==> src/rtl/data_reg_stage.sv <==
// data_reg_stage: NCH x W-bit beat register with valid/ready handshake.
// Two-entry skid buffer (main drives dout, skid catches the in-flight beat)
// so in_ready can stay registered while sustaining one beat per cycle.
// All state changes on the falling edge of clk; rst and flush are synchronous.
// Optional macro DR_STALL_CNT_EN adds the saturating stall_cnt output.
module data_reg_stage #(
    parameter int W     = 32,
    parameter int NCH   = 2,
    parameter int CNT_W = 16
) (
    input  logic               clk,
    input  logic               rst,
    input  logic               flush,
    input  logic               in_valid,
    output logic               in_ready,
    input  logic [NCH*W-1:0]   din,
    output logic               out_valid,
    input  logic               out_ready,
    output logic [NCH*W-1:0]   dout
`ifdef DR_STALL_CNT_EN
    ,
    output logic [CNT_W-1:0]   stall_cnt
`endif
);

    if (W < 1) begin : g_bad_w
        $error("data_reg_stage: W must be >= 1");
    end
    if (NCH < 1) begin : g_bad_nch
        $error("data_reg_stage: NCH must be >= 1");
    end
    if (CNT_W < 2) begin : g_bad_cnt_w
        $error("data_reg_stage: CNT_W must be >= 2");
    end

    typedef enum logic [1:0] {
        S_EMPTY,
        S_ONE,
        S_FULL
    } state_t;

    state_t             state;
    state_t             state_nx;
    logic [NCH*W-1:0]   main_q;
    logic [NCH*W-1:0]   skid_q;
    logic               acc;
    logic               dq;
    logic               ld_main_din;
    logic               ld_main_skid;
    logic               ld_skid;

    assign out_valid = (state != S_EMPTY);
    assign in_ready  = (state != S_FULL) && !flush && !rst;
    assign dout      = main_q;
    assign acc       = in_valid && in_ready;
    assign dq        = out_valid && out_ready;

    // Next state and data-register load selects; flush overrides any dequeue
    always_comb begin
        state_nx     = state;
        ld_main_din  = 1'b0;
        ld_main_skid = 1'b0;
        ld_skid      = 1'b0;
        if (flush) begin
            state_nx = S_EMPTY;
        end else begin
            unique case (state)
                S_EMPTY: begin
                    if (acc) begin
                        state_nx    = S_ONE;
                        ld_main_din = 1'b1;
                    end
                end
                S_ONE: begin
                    if (acc && dq) begin
                        ld_main_din = 1'b1;
                    end else if (acc) begin
                        state_nx = S_FULL;
                        ld_skid  = 1'b1;
                    end else if (dq) begin
                        state_nx = S_EMPTY;
                    end
                end
                S_FULL: begin
                    if (dq) begin
                        state_nx     = S_ONE;
                        ld_main_skid = 1'b1;
                    end
                end
                default: state_nx = S_EMPTY;
            endcase
        end
    end

    // State and data registers, updated on the falling edge
    always_ff @(negedge clk) begin
        if (rst) begin
            state  <= S_EMPTY;
            main_q <= '0;
            skid_q <= '0;
        end else begin
            state <= state_nx;
            if (ld_main_din) begin
                main_q <= din;
            end else if (ld_main_skid) begin
                main_q <= skid_q;
            end
            if (ld_skid) begin
                skid_q <= din;
            end
        end
    end

`ifdef DR_STALL_CNT_EN
    logic [CNT_W-1:0] stall_q;

    // Saturating count of cycles where a held beat is refused downstream
    always_ff @(negedge clk) begin
        if (rst) begin
            stall_q <= '0;
        end else if (out_valid && !out_ready && !flush && (stall_q != '1)) begin
            stall_q <= stall_q + CNT_W'(1);
        end
    end

    assign stall_cnt = stall_q;
`endif

endmodule

==> config.mk <==
export PLATFORM = sky130hd
export DESIGN_NAME = data_reg_stage
export DESIGN_NICKNAME = d
export VERILOG_FILES = /design/src/rtl/data_reg_stage.sv
export SDC_FILE = /design/constraint.sdc
export NUM_CORES = 1
export LEC_CHECK = 0
export BUFFER_PORTS_ARGS = -buffer_cell sky130_fd_sc_hd__buf_2
export CAP_MARGIN = 20
export CORE_UTILIZATION = 40
export CTS_BUF_LIST = sky130_fd_sc_hd__clkbuf_16
export CTS_CLUSTER_DIAMETER = 50
export DETAILED_ROUTE_END_ITERATION = 12
export PLACE_DENSITY = 0.63
export SLEW_MARGIN = 40
export SYNTH_ARGS = -nofsm -noshare
export SYNTH_HDL_FRONTEND = slang
export SYNTH_SLANG_ARGS = --single-unit
export TNS_END_PERCENT = 1
==> constraint.sdc <==
create_clock -name clk -period 2.15 [get_ports clk]
set_clock_uncertainty 0.1 [all_clocks]
set_input_delay 0.1075 -clock clk [delete_from_list [all_inputs] [get_ports clk]]
set_output_delay 0.1075 -clock clk [all_outputs]
set_load 0.01 [all_outputs]
# ---- Word-level counts from Yosys, hierarchy flattened
# Cells that the tools add are included.
dict set report totals {
  reg_bits 130
  word_cells 40
  input_bits 69
  ram_bits 0
  latchBits 0
  output_inout_bits 66
  rom_bits 0
  n_memories 0
}
dict set report classes {
  n_reduce_logical 12
  shift 0
  n_div 0
  n_eq_ne 7
  mux 18
  addsub 0
  magnitude_cmp 0
  n_bitwise 0
  n_mul 0
}
# op n
set ops {}
lappend ops {{64-bit 2-to-1 mux} 2}
lappend ops {{2-bit 2-to-1 mux} 5}
lappend ops {{1-bit 2-to-1 mux} 9}
lappend ops {{2-bit != test (second input constant)} 4}
lappend ops {{2-bit case mux with 3 select lines} 1}
lappend ops {{1-bit logical AND} 5}
lappend ops {{4-bit AND reduction} 1}
lappend ops {{2-bit nonzero test} 2}
lappend ops {{3-bit != test (second input constant)} 1}
lappend ops {{2-bit by 1-bit equality test with 1-bit output (second input constant)} 1}
lappend ops {{2-bit equality test (second input constant)} 1}
lappend ops {{1-bit logical NOT} 2}
lappend ops {{2-bit logical NOT} 1}
lappend ops {{1-bit case mux with 2 select lines} 1}
lappend ops {{2-bit OR reduction} 1}

# ---- Longest topological paths before layout
# Gate-level depths: netlist of the first run.
dict set report depth {
  word_depth 9
  depth_mapped 6
  depth_no_buf 3
}

==> impl_metrics.csv, run 1 <==
group,metric,value,unit
critical_path,slowest_delay,320,ps
clock_tree,path_clk_slew,40,ps
detailed_routing,avgViaCountPerCell,5.466,
clock_tree,worst_skew_pair.late_latency,460,ps
global_route,grt_pass1_vias,6007,
timing,setup_ws,-357.3,ps
yosys,synthXorXnorAreaFrac,0,%
detailed_routing,wirelength,16650,um
run_status,violations,"negative setup slack",
yosys,synthesis.area,0.005774,sq mm
place,finalWeightedCongestion,0.7712,
final_layout,seq_area,0.002684,sq mm
power,p_per_area,832.1,mW/mm^2
yosys,synth_compound_area_share,21.24,%
yosys,synth_fp_nets,743,
die,die_area,0.01492,sq mm
yosys,synthSimpleGateAreaFrac,26.22,%
global_route,grt_util_all_layers,22.53,%
critical_path,worst-path-buf-inv,1,
timing,rsz0062_at_grt,"yes",
clock_tree,clock-root-buffer,"clkbuf_16",
global_route,antenna_found_initial,0,
die,ios,135,
die,start_util,41.28,%
yosys,synth_fa_ha_area_share,0,%
die,rows,43,
global_route,grt_max_degree,73,
clock_tree,clock-sinks,130,
timing,finalSetupViolCount,142,
critical_path,crit_chain,"nor2b_2 -> nor3_2 -> buf_2",
yosys,ys_types,25,
die,die_h,122.2,um
final_layout,final_util,59.97,%
final_layout,antenna_cells,0,
critical_path,path_delay_family,"flip-flops",
place,dpl.cell_count,951,
critical_path,cpMaxStageDelayCell,"dfxtp_1",
clock_tree,cts_hold_buffers,0,
final_layout,fin_nets,988,
yosys,synth_cells,674,
run_status,outcome,"complete, but fails checks",
power,p_leak,3.532,nW
detailed_routing,drt_iter0_drc,464,
final_layout,multiInputGateArea,0.002860,sq mm
timing,slew_headroom,58.57,%
die,fp.dieW,122.2,um
critical_path,cp_max_fo,4,
run,drv_cap,0,
critical_path,crit_path_end_kind,"primary output",
critical_path,critical_path_required,1940,ps
yosys,synth_top_family_by_area,"simple AND/OR/NAND/NOR gates",
timing,slew_viol_final,0,
power,irDropWorstVdd,529.4,uV
final_layout,fin_cells,1110,
die,core_area,0.01399,sq mm
final_layout,area_growth,45.29,%
final_layout,fin_area,0.008389,sq mm
global_route,grt_overflow,0,
min_path,hold_path_class,"reg -> reg",
timing,hold_viol_final,0,
clock_tree,clk_path_buf_depth,2,
place,pre_cts_ws,-508.0,ps
timing,worst_pin_slew,621.4,ps
yosys,synthMuxAreaShare,0,%
clock_tree,numCtsBuffers,17,
yosys,synth.avg_cell_area,8.567,sq um
timing,finalSetupTns,-4033,ps
clock_tree,htree_levels,4,
critical_path,cp.arrival,2300,ps
detailed_routing,dr.pass1.iters,5,
detailed_routing,ant_nets,0,
detailed_routing,drc,0,
final_layout,drive_gt1_share,36.99,%
yosys,yosysSeqAreaShare,45.07,%
clock_tree,post-cts-setup-buffer-count,0,
final_layout,final.fill_count,1237,
place,hpwl,9792,um
yosys,yosysWarnings,0,
place,postPlaceCellArea,0.006770,sq mm
detailed_routing,vias,6067,
critical_path,path_class,"reg -> out",
global_route,grt_pass1_wl,26880,um
detailed_routing,wl_per_cell,15.00,um
critical_path,cp-start-kind,"flip-flop",
yosys,synth-seq-cells,130,
place,port_buffers,134,
clock_tree,cts_tree,"done",
[cell families (layout without fill, tap and decap cells)]
logic type / count (synthesis) / after routing
compound gates: 196 / 196
buf+inv: 78 / 334
flops: 130 / 130
simple gates: 270 / 270
[final timing paths]
| check | slack (ps) | startpoint | cells past startpoint | to |
|---|---|---|---|---|
| worst min-delay path | 360 | skid_q[17] | 2 | dout[17] |
| worst min register to register | 360 | skid_q[17] | 2 | dout[17] |
| worst max-delay path | -360 | state[1] | 3 | in_ready |
| worst max register to register | 310 | state[1] | 5 | skid_q[11] |
[layout make-up]
type	count	share of cell area, %
Sequential cell	130	31.99
Tap cell	180	2.685
Clock inverter	143	7.472
Multi-Input combinational cell	466	34.09
Clock buffer	17	5.071
Timing Repair Buffer	174	18.69
[worst reg2reg max path: stages (launching register included)]
cell and delay, ps:
dfxtp_1 320, buf_4 160, or4b_4 570, buf_12 230
o21ai_1 240, a21oi_1 80
[stage by stage]
stage	total power, W	hold slack (ps)
floorplan	0.003212	165.7
global placement	0.003457	364.7
detailed placement	0.003467	371.0
CTS	0.007077	370.2
global route	0.007432	375.0
finish	0.006980	364.1
[cells in the mapped netlist]
cell       instances  area share, %
nand3_1           64            5.5
buf_2             27            2.3
or2_2              1           0.11
buf_1             10           0.65
o21ai_0            1          0.087
buf_6             14            2.7
nor4b_2            1           0.26
clkbuf_1          26            1.7
a21oi_1           65            5.6
o21bai_1           1           0.13
nor4_1             1           0.11
nand4bb_1          1           0.20
a311oi_1          64            9.7
nand2_1          129            8.4
nor3b_1            1           0.13
a211oi_1           1           0.13
o21ai_1           64            5.5
inv_1              1          0.065
or4b_4             1           0.24
and4bb_2           1           0.22
nor3_1             9           0.78
nor2b_1            4           0.43
nor3_2            56            9.7
dfxtp_1          130             45
nand2b_1           1           0.11
[power breakdown]
part           switching (W)  internal (W)  total (W)
clock                0.00169       0.00211    0.00380
sequential         0.0000501       0.00251    0.00256
combinational       0.000329      0.000288   0.000617
[what timing repair did]
item,in CTS,in global routing
gates resized for setup,132,13
setup endpoints to repair,114,184
endpoints found under the hold margin,0,0
pin swaps,2,0
[cells in the final DEF (no fill, tap or decap), types with 2 or more instances in the layout]
master      netlist  routed
inv_1             1     133
nand2_1         129     128
buf_2            27      68
a21oi_1          65      65
dfxtp_2           0      65
buf_6            14      65
dfxtp_1         130      65
nand3_1          64      64
o21ai_1          64      64
nor3_2           56      57
a311oi_1         64      52
buf_4             0      26
clkbuf_16         0      17
buf_12            0      15
a311oi_2          0      12
nor3_1            9       8
clkinvlp_2        0       5
bufinv_16         0       3
nor2b_1           4       2
inv_4             0       2
[sequential cells by signal (all words and copies together) (netlist names)]
register / count
state: 2
dout: 64
skid_q: 64
[metal layers]
metal  part of all wire, %  global-route usage [%]
met1                    44                   26.08
met2                    48                   35.06
met3                   6.7                   8.895
met4                   1.4                   13.26
met5                     0                       0
No activity file was read; power rests on OpenSTA's default activity.
==> run 2: changes to the inputs <==
- clock period: 2.15 -> 3.05 ns (I/O delays scaled with it)
==> impl_metrics.csv, run 2 (same netlist as run 1, synthesis figures left out) <==
group,metric,value,unit
min_path,min_path_cells,2,
die,start_util,41.28,%
detailed_routing,ant_nets,0,
power,p_leak,3.411,nW
die,ios,135,
final_layout,final_cell_mix,"buf_2 (133), inv_1 (132), nand2_1 (128), dfxtp_1 (128), a21oi_1 (65)",
clock_tree,htree_levels,4,
die,rows,43,
clock_tree,numCtsBuffers,17,
critical_path,crit_path_end_kind,"primary output",
place,pre_cts_ws,-95.83,ps
critical_path,cp.arrival,2780,ps
timing,rsz0062_at_grt,"yes",
critical_path,slowest_delay,350,ps
clock_tree,path_clk_slew,40,ps
detailed_routing,avgViaCountPerCell,5.470,
critical_path,cp-start-kind,"flip-flop",
critical_path,path_delay_family,"flip-flops",
critical_path,worstSetupPathDepth,3,
power,p_int,0.003493,W
global_route,grt_pass1_wl,27110,um
die,die_h,122.2,um
critical_path,path_class,"reg -> out",
final_layout,drive_gt1_share,28.34,%
critical_path,critical_path_required,2800,ps
detailed_routing,vias,6023,
min_path,hold_path_class,"reg -> reg",
global_route,antenna_found_initial,0,
place,postPlaceCellArea,0.006700,sq mm
final_layout,final_common_cell,"buf_2",
timing,slew_viol_final,0,
timing,whs,375.0,ps
power,power_frac_seq,36.1,%
timing,hold_viol_final,0,
power,switching_share,29.57,%
critical_path,worst-path-buf-inv,1,
clock_tree,worst_skew_pair.late_latency,450,ps
detailed_routing,dr.pass1.iters,7,
timing,finalSetupViolCount,0,
timing,worst_pin_slew,747.4,ps
power,p_per_area,634.6,mW/mm^2
clock_tree,clock-sinks,130,
place,port_buffers,134,
timing,setup_ws,18.21,ps
place,finalWeightedCongestion,0.7741,
timing,slew_headroom,50.17,%
run,drv_cap,0,
power,clock_power_share,56.5,%
critical_path,cpMaxStageDelayCell,"dfxtp_4",
clock_tree,cts_tree,"done",
die,core_area,0.01399,sq mm
final_layout,fin_nets,977,
critical_path,cp_max_fo,4,
detailed_routing,drc,0,
final_layout,fin_area,0.007815,sq mm
detailed_routing,drt_iter0_drc,492,
critical_path,crit_chain,"nor2b_4 -> nor3_2 -> buf_2",
global_route,grt_util_all_layers,22.86,%
power,power_frac_comb,7.4,%
clock_tree,clk_path_buf_depth,2,
power,switchingPower,0.001466,W
detailed_routing,wirelength,16650,um
place,hpwl,9891,um
final_layout,area_growth,35.34,%
power,irDropWorstVdd,352.1,uV
die,fp.dieW,122.2,um
critical_path,r2r.worst_path.cells,5,
run_status,outcome,"completed",
global_route,grt_pass1_vias,6020,
global_route,grt_overflow,0,
die,die_area,0.01492,sq mm
final_layout,antenna_cells,0,
global_route,grt_max_degree,70,
detailed_routing,wl_per_cell,15.12,um
clock_tree,clock-root-buffer,"clkbuf_16",
==> run 2: area by class of cell <==
class                           count  area, sq um
Clock inverter                    145        673.1
Multi-Input combinational cell    466         2790
Sequential cell                   130         2610
Timing Repair Buffer              163         1091
Fill cell                        1290         6173
Tap cell                          180        225.2
Clock buffer                       17        425.4
==> run 2: repair_timing <==
action | in CTS | in global routing
endpoints found under the setup margin | 2 | 2
hold buffers | 0 | 0
buffers inserted | 0 | 0
resized for setup | 5 | 2
==> run 2: metrics by stage <==
stage                     TNS, ps  utilization, %  power (W)  cells
after floorplan                 0               -   0.002264    674
after global placement      -3741           47.90   0.002429    940
after detailed placement    -5595           47.90   0.002438    940
after CTS                       0           55.83   0.005048   1101
after global routing       -60.04           55.87   0.005290   1101
final                           0           55.87   0.004959   1101
==> run 2: worst reg2reg max path: cells and delay by family, from the launching register on <==
| kind | cells | cell delay, ps |
|---|---|---|
| simple gates | 1 | 570 |
| compound gates | 2 | 320 |
| flops | 1 | 350 |
| buf+inv | 2 | 390 |
==> run 2: final timing paths <==
| check | to | start | slack, ps |
|---|---|---|---|
| worst max register to register | skid_q[30] | state[1] | 1160 |
| worst max-delay path | in_ready | state[1] | 20 |
| worst min-delay path | dout[24] | skid_q[24] | 370 |
| worst min register to register | dout[24] | skid_q[24] | 370 |
==> run 2: power by group through the flow <==
| stage | clock [W] | sequential (W) | combinational, W |
|---|---|---|---|
| floorplan | 0.000260 | 0.00183 | 0.000175 |
| global placement | 0.000260 | 0.00181 | 0.000360 |
| detailed placement | 0.000260 | 0.00181 | 0.000366 |
| CTS | 0.00289 | 0.00179 | 0.000369 |
| global route | 0.00310 | 0.00179 | 0.000399 |
| finish | 0.00280 | 0.00179 | 0.000369 |
==> run 2: layer usage <==
layer	track usage [%]	up-vias	part of all wire (%)
li1	-	2909	-
met5	0	-	0
met2	35.77	228	49
met4	12.27	0	0.79
met1	26.74	2874	43
met3	9.082	12	7.0
==> run 3: changes to the inputs <==
- CELL_PAD_IN_SITES_DETAIL_PLACEMENT: not set -> 1
- CELL_PAD_IN_SITES_GLOBAL_PLACEMENT: not set -> 2
- CORE_UTILIZATION: 40 -> 34
- PLACE_DENSITY: 0.63 -> 0.86
==> impl_metrics.csv, run 3 (same netlist as run 1, synthesis figures left out) <==
group,metric,value,unit
critical_path,cp-start-kind,"flip-flop",
die,die_h,132.3,um
detailed_routing,wirelength,19080,um
final_layout,final.fill_count,2074,
power,p_leak,3.293,nW
critical_path,cp.arrival,2700,ps
die,die_area,0.01751,sq mm
timing,slew_viol_final,0,
die,fp.dieW,132.3,um
place,port_buffers,134,
detailed_routing,wl_met2,9695,um
final_layout,antenna_cells,0,
clock_tree,clk_path_buf_depth,2,
detailed_routing,drc,0,
timing,finalSetupTns,0,ps
global_route,antenna_found_initial,0,
clock_tree,path_clk_slew,30,ps
clock_tree,htree_levels,4,
clock_tree,clock-root-buffer,"clkbuf_16",
run,drv_cap,0,
final_layout,seq_area,0.002610,sq mm
final_layout,final_cell_mix,"inv_1 (132), buf_2 (132), nand2_1 (128), dfxtp_1 (128), a21oi_1 (65)",
detailed_routing,drt_iter0_drc,328,
global_route,grt_pass1_wl,31850,um
final_layout,drive_gt1_share,27.95,%
min_path,hold_path_class,"reg -> reg",
final_layout,area_growth,32.24,%
detailed_routing,dr_wl_met3,848,um
power,p_per_area,602.1,mW/mm^2
die,rows,47,
detailed_routing,dr.pass1.iters,4,
timing,rsz0062_at_grt,"no",
final_layout,multiInputGateArea,0.002793,sq mm
critical_path,cp_max_fo,3,
detailed_routing,top_layer,"met4",
power,irDropWorstVdd,356.2,uV
detailed_routing,wl_met1,8197,um
detailed_routing,wl_per_cell,16.79,um
clock_tree,clock-sinks,130,
critical_path,crit_path_end_kind,"primary output",
timing,slew_headroom,58.53,%
global_route,grt_util_all_layers,22.31,%
global_route,grt_pass1_vias,6746,
clock_tree,cts_tree,"done",
clock_tree,cts_hold_buffers,0,
global_route,grt_max_degree,84,
timing,finalSetupViolCount,0,
die,ios,135,
critical_path,path_class,"reg -> out",
clock_tree,worst_skew_pair.late_latency,460,ps
clock_tree,numCtsBuffers,17,
detailed_routing,avgViaCountPerCell,5.380,
critical_path,critical_path_required,2800,ps
final_layout,fin_area,0.007636,sq mm
detailed_routing,ant_nets,0,
timing,hold_viol_final,0,
final_layout,fin_cells,1136,
detailed_routing,vias,6112,
place,dpl.cell_count,974,
place,hpwl,11860,um
final_layout,fin_nets,974,
die,start_util,34.82,%
place,finalWeightedCongestion,0.7559,
global_route,grt_overflow,0,
place,postPlaceCellArea,0.006605,sq mm
die,core_area,0.01658,sq mm
run_status,outcome,"completed",
timing,worst_pin_slew,622.0,ps
timing,whs,372.8,ps
## run 3: report_power, final
| part | switching (W) | internal, W |
|---|---|---|
| Clock | 0.00121 | 0.00123 |
| Combinational | 0.000232 | 0.000135 |
| Sequential | 0.0000288 | 0.00176 |
## run 3: repair_timing
item | in CTS | in global routing
resized for setup | 6 | 4
buffers inserted | 0 | 3
endpoints found under the setup margin | 2 | 2
pin swaps | 0 | 0
## run 3: metal layers
layer / up-vias / GRT usage, %
li1: 2890 / -
met1: 3033 / 25.33
met2: 164 / 36.37
met3: 25 / 7.190
met4: 0 / 13.79
met5: - / 0
## run 3: final timing paths
kind	start	to	slack [ps]	cells past startpoint
worst max-delay path	state[1]	in_ready	100	3
worst min register to register	skid_q[42]	dout[42]	370	2
worst min-delay path	skid_q[42]	dout[42]	370	2
worst max register to register	state[1]	skid_q[24]	1210	5
## run 3: critical path, cell delays in order, from the launching register on
cell	delay, ps
dfxtp_4	330
nor2b_4	130
nor3_2	100
buf_2	170
## run 3: metrics by stage
stage	total power, W	setup WS (ps)	utilization [%]
2_1_floorplan	0.002264	45.01	-
3_3_place_gp	0.002422	-119.0	39.83
3_5_place_dp	0.002435	-229.4	39.83
4_1_cts	0.004691	-15.37	45.82
5_1_grt	0.004930	7.571	46.05
6_report	0.004598	97.61	46.05
## run 3: cell type report
| type | count | area share [%] |
|---|---|---|
| clock inverters | 143 | 7.259 |
| well taps | 220 | 3.605 |
| clock buffers | 17 | 5.571 |
| multi-input cells | 466 | 36.57 |
| flip-flops and latches | 130 | 34.18 |
| repair buffers | 160 | 12.81 |
